**src/rtl/cipher_frame_ctrl_if.sv**
```systemverilog
// ---------------------------------------------------------------------------
// cipher_frame_ctrl_if
// Byte-stream handshake bundle for cipher_frame_ctrl.
//   in_valid / in_ready / in_data / in_last     : ciphertext ingress
//   out_valid / out_ready / out_data / out_last : plaintext egress
// slave  : the controller side (accepts ingress, produces egress)
// master : the producer/consumer side
// ---------------------------------------------------------------------------
interface cipher_frame_ctrl_if;
   logic       in_valid;
   logic       in_ready;
   logic [7:0] in_data;
   logic       in_last;
   logic       out_valid;
   logic       out_ready;
   logic [7:0] out_data;
   logic       out_last;

   modport slave (
      input  in_valid, in_data, in_last, out_ready,
      output in_ready, out_valid, out_data, out_last
   );

   modport master (
      output in_valid, in_data, in_last, out_ready,
      input  in_ready, out_valid, out_data, out_last
   );
endinterface

```
**src/rtl/cipher_frame_ctrl.sv**
```systemverilog
// ---------------------------------------------------------------------------
// cipher_frame_ctrl
// Frame controller for a repeating-key XOR decryptor. Buffers one frame of up
// to MSG_LEN ciphertext bytes, then drains it as buf[i] ^ key[i mod SEC_LEN].
//
// Ports:
//   clk, rst_n          clock, async active-low reset
//   key_we/idx/data     key byte write port (idx >= SEC_LEN ignored)
//   io (slave)          ingress/egress valid-ready byte streams
//   busy                state != IDLE
//   frame_len           length of the current/last drained frame
//   key_err             (CIPHER_KEY_LOCK_EN only) one-cycle pulse when a key
//                       write arrives outside IDLE and is dropped
//
// Build option: define CIPHER_KEY_LOCK_EN to freeze the key while a frame is
// in flight.
// ---------------------------------------------------------------------------
module cipher_frame_ctrl #(
   parameter  int MSG_LEN = 20,
   parameter  int SEC_LEN = 3,
   localparam int KW      = (SEC_LEN > 1) ? $clog2(SEC_LEN) : 1,
   localparam int FW      = $clog2(MSG_LEN + 1),
   localparam int AW      = (MSG_LEN > 1) ? $clog2(MSG_LEN) : 1
) (
   input  logic                clk,
   input  logic                rst_n,
   input  logic                key_we,
   input  logic [KW-1:0]       key_idx,
   input  logic [7:0]          key_data,
   cipher_frame_ctrl_if.slave  io,
   output logic                busy,
   output logic [FW-1:0]       frame_len
`ifdef CIPHER_KEY_LOCK_EN
   ,
   output logic                key_err
`endif
);

   typedef enum logic [1:0] {IDLE, FILL, DRAIN} state_t;

   state_t        state;
   logic [7:0]    mem   [MSG_LEN];
   logic [7:0]    key_q [SEC_LEN];
   logic [AW-1:0] wr;
   logic [AW-1:0] rd;
   logic [KW-1:0] kidx;

   logic accept;
   logic frame_end;
   logic key_ok;
   logic drain_fire;
   logic drain_end;

   assign accept     = io.in_valid & io.in_ready;
   // In IDLE wr is 0, so the same test also covers the MSG_LEN==1 case.
   assign frame_end  = io.in_last | (wr == AW'(MSG_LEN - 1));
   assign key_ok     = key_we & (int'(key_idx) < SEC_LEN);
   assign drain_fire = io.out_valid & io.out_ready;
   assign drain_end  = drain_fire & io.out_last;

   // Egress is read straight from the registers so a stalled byte holds.
   assign io.out_data = mem[rd] ^ key_q[kidx];
   assign io.out_last = io.out_valid & (FW'(rd) == frame_len - FW'(1));

   // Frame buffer carries no reset; contents are only read after being filled.
   always_ff @(posedge clk) begin
      if (accept)
         mem[wr] <= io.in_data;
   end

   always_ff @(posedge clk or negedge rst_n) begin
      if (!rst_n) begin
         state        <= IDLE;
         wr           <= '0;
         rd           <= '0;
         kidx         <= '0;
         frame_len    <= '0;
         io.in_ready  <= 1'b1;
         io.out_valid <= 1'b0;
         busy         <= 1'b0;
         for (int i = 0; i < SEC_LEN; i++)
            key_q[i] <= '0;
`ifdef CIPHER_KEY_LOCK_EN
         key_err      <= 1'b0;
`endif
      end else begin
         // Key port runs independently of the frame FSM.
`ifdef CIPHER_KEY_LOCK_EN
         key_err <= 1'b0;
         if (key_we) begin
            if (state == IDLE) begin
               if (key_ok)
                  key_q[key_idx] <= key_data;
            end else begin
               key_err <= 1'b1;
            end
         end
`else
         if (key_ok)
            key_q[key_idx] <= key_data;
`endif

         case (state)
            IDLE, FILL: begin
               if (accept) begin
                  if (frame_end) begin
                     state        <= DRAIN;
                     frame_len    <= FW'(wr) + FW'(1);
                     rd           <= '0;
                     kidx         <= '0;
                     io.in_ready  <= 1'b0;
                     io.out_valid <= 1'b1;
                  end else begin
                     state <= FILL;
                     wr    <= wr + AW'(1);
                  end
                  busy <= 1'b1;
               end
            end

            DRAIN: begin
               if (drain_end) begin
                  state        <= IDLE;
                  rd           <= '0;
                  wr           <= '0;
                  kidx         <= '0;
                  io.in_ready  <= 1'b1;
                  io.out_valid <= 1'b0;
                  busy         <= 1'b0;
               end else if (drain_fire) begin
                  rd   <= rd + AW'(1);
                  // Wrapping counter rather than rd % SEC_LEN.
                  kidx <= (kidx == KW'(SEC_LEN - 1)) ? '0 : kidx + KW'(1);
               end
            end

            default: begin
               state <= IDLE;
            end
         endcase
      end
   end

endmodule

```
**src/flat_wrapper.sv**
```systemverilog
// flat-port wrapper written by rule: the top's interface ports become plain ports
module cipher_frame_ctrl_flat 
#(
   parameter  int MSG_LEN = 20,
   parameter  int SEC_LEN = 3,
   localparam int KW      = (SEC_LEN > 1) ? $clog2(SEC_LEN) : 1,
   localparam int FW      = $clog2(MSG_LEN + 1),
   localparam int AW      = (MSG_LEN > 1) ? $clog2(MSG_LEN) : 1
)
  (clk, rst_n, key_we, key_idx, key_data, busy, frame_len, io_in_valid, io_in_data, io_in_last, io_out_ready, io_in_ready, io_out_valid, io_out_data, io_out_last);
  cipher_frame_ctrl_if io_i ();
  input  logic clk;
  input  logic rst_n;
  input  logic key_we;
  input  logic [KW-1:0] key_idx;
  input  logic [7:0] key_data;
  output logic busy;
  output logic [FW-1:0] frame_len;
  input wire logic [$bits(io_i.in_valid)-1:0] io_in_valid;
  input wire logic [$bits(io_i.in_data)-1:0] io_in_data;
  input wire logic [$bits(io_i.in_last)-1:0] io_in_last;
  input wire logic [$bits(io_i.out_ready)-1:0] io_out_ready;
  output wire logic [$bits(io_i.in_ready)-1:0] io_in_ready;
  output wire logic [$bits(io_i.out_valid)-1:0] io_out_valid;
  output wire logic [$bits(io_i.out_data)-1:0] io_out_data;
  output wire logic [$bits(io_i.out_last)-1:0] io_out_last;
  assign io_i.in_valid = io_in_valid;
  assign io_i.in_data = io_in_data;
  assign io_i.in_last = io_in_last;
  assign io_i.out_ready = io_out_ready;
  assign io_in_ready = io_i.in_ready;
  assign io_out_valid = io_i.out_valid;
  assign io_out_data = io_i.out_data;
  assign io_out_last = io_i.out_last;
  cipher_frame_ctrl #(.MSG_LEN(MSG_LEN), .SEC_LEN(SEC_LEN)) u_core (.clk(clk), .rst_n(rst_n), .key_we(key_we), .key_idx(key_idx), .key_data(key_data), .io(io_i), .busy(busy), .frame_len(frame_len));
endmodule
```
**config.mk**
```make
export PLATFORM = sky130hd
export DESIGN_NAME = cipher_frame_ctrl_flat
export DESIGN_NICKNAME = d
export VERILOG_FILES = /design/src/rtl/cipher_frame_ctrl_if.sv /design/src/rtl/cipher_frame_ctrl.sv /design/src/flat_wrapper.sv
export SDC_FILE = /design/constraint.sdc
export NUM_CORES = 1
export LEC_CHECK = 0
export BUFFER_PORTS_ARGS = -buffer_cell sky130_fd_sc_hd__buf_2
export CAP_MARGIN = 10
export CORE_UTILIZATION = 35
export DETAILED_ROUTE_END_ITERATION = 12
export GPL_TIMING_DRIVEN = 0
export SETUP_SLACK_MARGIN = 0.05
export SLEW_MARGIN = 20
export SYNTH_ARGS = -nofsm -noshare
export SYNTH_HDL_FRONTEND = slang
export SYNTH_SLANG_ARGS = --single-unit
```
**constraint.sdc**
```tcl
create_clock -name clk -period 1.9 [get_ports clk]
set_input_delay 0.19 -clock clk [delete_from_list [all_inputs] [get_ports clk]]
set_output_delay 0.19 -clock clk [all_outputs]
set_load 0.01 [all_outputs]
```
==> impl_metrics.json <==
{
  "cp-endpoint": "io_out_data[6]",
  "grt_pass1_vias": 5400,
  "power.switching_fraction_pct": 19.6,
  "path_class": "reg -> out",
  "worst_pin_slew_ps": 753,
  "share_clk_of_total_power_pct": 44.8,
  "critPathLaunchType": "flop",
  "first_pass_grt_wire_length_mm": 31.4,
  "overflow": 0,
  "die_width_um": 159,
  "insertedDiodeCount": 0,
  "via_count": 5062,
  "coreArea_mm2": 0.0242,
  "post-route-min-period_ps": 2760,
  "fin_skew_ps": 7.71,
  "tritoncts_num_sinks": 206,
  "gp_routability_congestion": 0.836,
  "placement.cell_area_mm2": 0.00931,
  "finalNetCount": 688,
  "synthesis.instances": 537,
  "grt_util_all_layers_pct": 16.1,
  "area_taken_by_multi_input_logic_gates_mm2": 0.00317,
  "ant_nets": 0,
  "hp-class": "in -> reg",
  "max-cap-violations": 0,
  "worst-endpoint-required_ps": 1710,
  "io_buffers": 40,
  "detailedPlacementHpwl_mm": 12.7,
  "failed_checks": "setup timing",
  "finish.cell_count_without_fillers": 995,
  "layout_worst_path_cycle_share_pct": 145,
  "post_route_cells_drive_above_1_share_pct": 43.4,
  "run_status": "complete, but fails checks",
  "start_util_pct": 35.6,
  "seq_power_share_pct": 51.2,
  "synth_edf_count": 160,
  "synthesis.area_per_instance_um2": 16.1,
  "synthesis.yosys.warnings": 0,
  "worstPathMaxFanout": 5,
  "synth_flop_cell": "sky130_fd_sc_hd__edfxtp_1",
  "timing.rr.end": "u_core.wr[0]$_DFFE_PN0P_",
  "power_switching_mw": 1.91,
  "proportion_of_synthesized_chip_area_in_sequential_cells_pct": 69.0,
  "tritoncts": "done",
  "syn-cell-area_mm2": 0.00864,
  "ff_latch_area_mm2": 0.00596,
  "ioPinCount": 41,
  "ir_worst_vdd_mv": 0.730,
  "htree_num_levels": 1,
  "wire_per_inst_um": 20.2,
  "max-slew-margin-rel_pct": 49.5,
  "ys_ff_latch": 206,
  "drt_iter0_drc": 483,
  "number_of_max_slew_violations_in_the_final_report": 0,
  "cts_buffer_depth": 3,
  "preCtsSetupSlack_ps": -1090,
  "finalInstanceArea_mm2": 0.0114,
  "syn-num-nets": 567,
  "cts_buffers": 22,
  "critical_path_arrival_ps": 2570,
  "routed_wirelength_mm": 20.1,
  "timing.fmax_mhz": 362,
  "power_per_cell_area_mw_per_mm2": 860,
  "timing.reg2reg.worst_path_depth": 12,
  "grt_start_max_net_pins": 47,
  "worst_setup_hold_path_clk_slew_ps": 60,
  "worst_hold_slack_ps": 83.7,
  "final_cell_mix": "160 x sky130_fd_sc_hd__edfxtp_1, 44 x sky130_fd_sc_hd__buf_2, 43 x sky130_fd_sc_hd__dfrtp_1",
  "drt-pass1-iter-count": 5,
  "hold_viol_final": 0,
  "vias_per_cell": 5.09,
  "timing.critical_path.to_type": "output port",
  "worst_skew_pair.late_latency_ps": 500,
  "route.detailed.drc": 0,
  "setup_ws_ps": -861,
  "setup_total_neg_slack_ps": -8970,
  "rows": 57,
  "worst-r2r-setup-slack_ps": -320,
  "postSynth.asyncResetShare_pct": 22.3,
  "total_power_draw_mw": 9.77,
  "placed_cells": 901,
  "layout.core_utilization_pct": 46.8,
  "power.share.combinational_pct": 3.9,
  "internal_power_mw": 7.86,
  "setup_viol_count_final": 23,
  "initial_antenna_violation_count": 0,
  "worstSetupStartpoint": "u_core.rd[0]$_DFFE_PN0P_",
  "total_leakage_power_nw": 3.85,
  "areaGrowthSynthToFinish_pct": 31.5,
  "r2r-start": "u_core.rd[0]$_DFFE_PN0P_",
  "netlist-cell-type-count": 49,
  "num-fill-cells": 2063,
  "full_die_area_mm2": 0.0253,
  "rsz_0062_raised_after_global_routing": "yes",
  "die-height_um": 159,
  "clock-root-buffer": "sky130_fd_sc_hd__clkbuf_16",
  "final_common_cell": "sky130_fd_sc_hd__edfxtp_1"
}
layout make-up:
type	count	share of cell area, %
Inverter	8	0.264
Buffer	25	1.96
Multi-Input combinational cell	296	27.9
Clock buffer	24	5.10
Timing Repair Buffer	99	7.29
Sequential cell	206	52.5
Clock inverter	13	1.42
Tap cell	324	3.57
cell usage after synthesis, types with 7 or more instances:
library cell | count | area share [%]
sky130_fd_sc_hd__xor2_1 | 7 | 0.71
sky130_fd_sc_hd__dfrtp_1 | 45 | 13
sky130_fd_sc_hd__edfxtp_1 | 160 | 56
sky130_fd_sc_hd__xnor2_1 | 12 | 1.2
sky130_fd_sc_hd__a22oi_1 | 9 | 0.78
sky130_fd_sc_hd__nand3b_1 | 7 | 0.61
sky130_fd_sc_hd__nor2b_1 | 11 | 0.80
sky130_fd_sc_hd__nor2_1 | 50 | 2.2
sky130_fd_sc_hd__inv_1 | 8 | 0.35
sky130_fd_sc_hd__mux2i_1 | 33 | 3.8
sky130_fd_sc_hd__mux2_2 | 33 | 4.3
sky130_fd_sc_hd__o22ai_1 | 8 | 0.58
sky130_fd_sc_hd__mux4_2 | 24 | 6.3
sky130_fd_sc_hd__a21oi_1 | 18 | 1.0
sky130_fd_sc_hd__nand3_1 | 11 | 0.64
sky130_fd_sc_hd__o21ai_0 | 8 | 0.46
sky130_fd_sc_hd__nand2_1 | 17 | 0.74
sky130_fd_sc_hd__buf_2 | 9 | 0.52
sky130_fd_sc_hd__a2111oi_0 | 8 | 0.81
sky130_fd_sc_hd__clkbuf_1 | 9 | 0.39
per-layer routing:
layer	GRT usage (%)	up-vias	share of wire [%]
met3	2.55	44	4.4
met4	5.55	0	3.2
met2	26.2	133	47
met5	0	-	0
li1	-	2310	-
met1	22.1	2575	45
how the worst min path moves through the flow:
stage                                  endpoint  cells after the start  slack, ps       start
floorplan               u_core.busy$_DFFE_PN0P_                      0       -110       rst_n
global placement    u_core.key_q[7]$_DFFE_PN0P_                      1        400       rst_n
detailed placement  u_core.key_q[7]$_DFFE_PN0P_                      1        420       rst_n
CTS                    u_core.wr[0]$_DFFE_PN0P_                      4         70  io_in_last
global route           u_core.wr[0]$_DFFE_PN0P_                      4        130  io_in_last
finish                 u_core.wr[0]$_DFFE_PN0P_                      4         80  io_in_last
critical path: stages (launching register included):
cell and delay [ps]:
sky130_fd_sc_hd__dfrtp_1 360, sky130_fd_sc_hd__buf_6 150, sky130_fd_sc_hd__buf_12 140, sky130_fd_sc_hd__buf_12 130
sky130_fd_sc_hd__mux2i_4 250, sky130_fd_sc_hd__o22ai_4 100, sky130_fd_sc_hd__a2111oi_4 470, sky130_fd_sc_hd__a21oi_2 150
sky130_fd_sc_hd__xnor2_2 160, sky130_fd_sc_hd__buf_2 160
what timing repair did:
item                                    CTS  global route
buffers inserted                         38            11
endpoints found under the setup margin  184            93
hold endpoints to repair                 70             0
hold buffers                             10             0
pin swaps                                39            22
gates cloned                              1             0
resized for setup                       130            27
state kept, by name (all words and copies together), names as in the netlist:
signal	count
u_core.wr	5
u_core.state	2
u_core.busy	1
u_core.mem	160
u_core.key_q	24
u_core.io.in_ready	1
u_core.io.out_valid	1
u_core.frame_len	5
u_core.rd	5
u_core.kidx	2
power by group through the flow:
stage,registers [mW],logic (mW),clock network [mW]
6_report,5.01,0.384,4.38
5_1_grt,5.02,0.423,4.64
3_3_place_gp,5.09,0.340,0
2_1_floorplan,5.08,0.192,0
4_1_cts,5.01,0.377,4.44
3_5_place_dp,5.10,0.358,0
kinds of logic (layout without fill, tap and decap cells):
kind of cell	after synthesis	count (layout)	share of synthesized area (%)
multiplexers	90	90	14.4
XOR/XNOR	19	19	1.93
adder cells (fa/ha/maj)	6	6	0.869
flip-flops	206	206	69.0
buffers and inverters	35	169	2.17
AND/OR/NAND/NOR	115	115	6.65
AO/OA/AOI/OAI	66	66	5.04
Power figures use the tool's default switching activity.
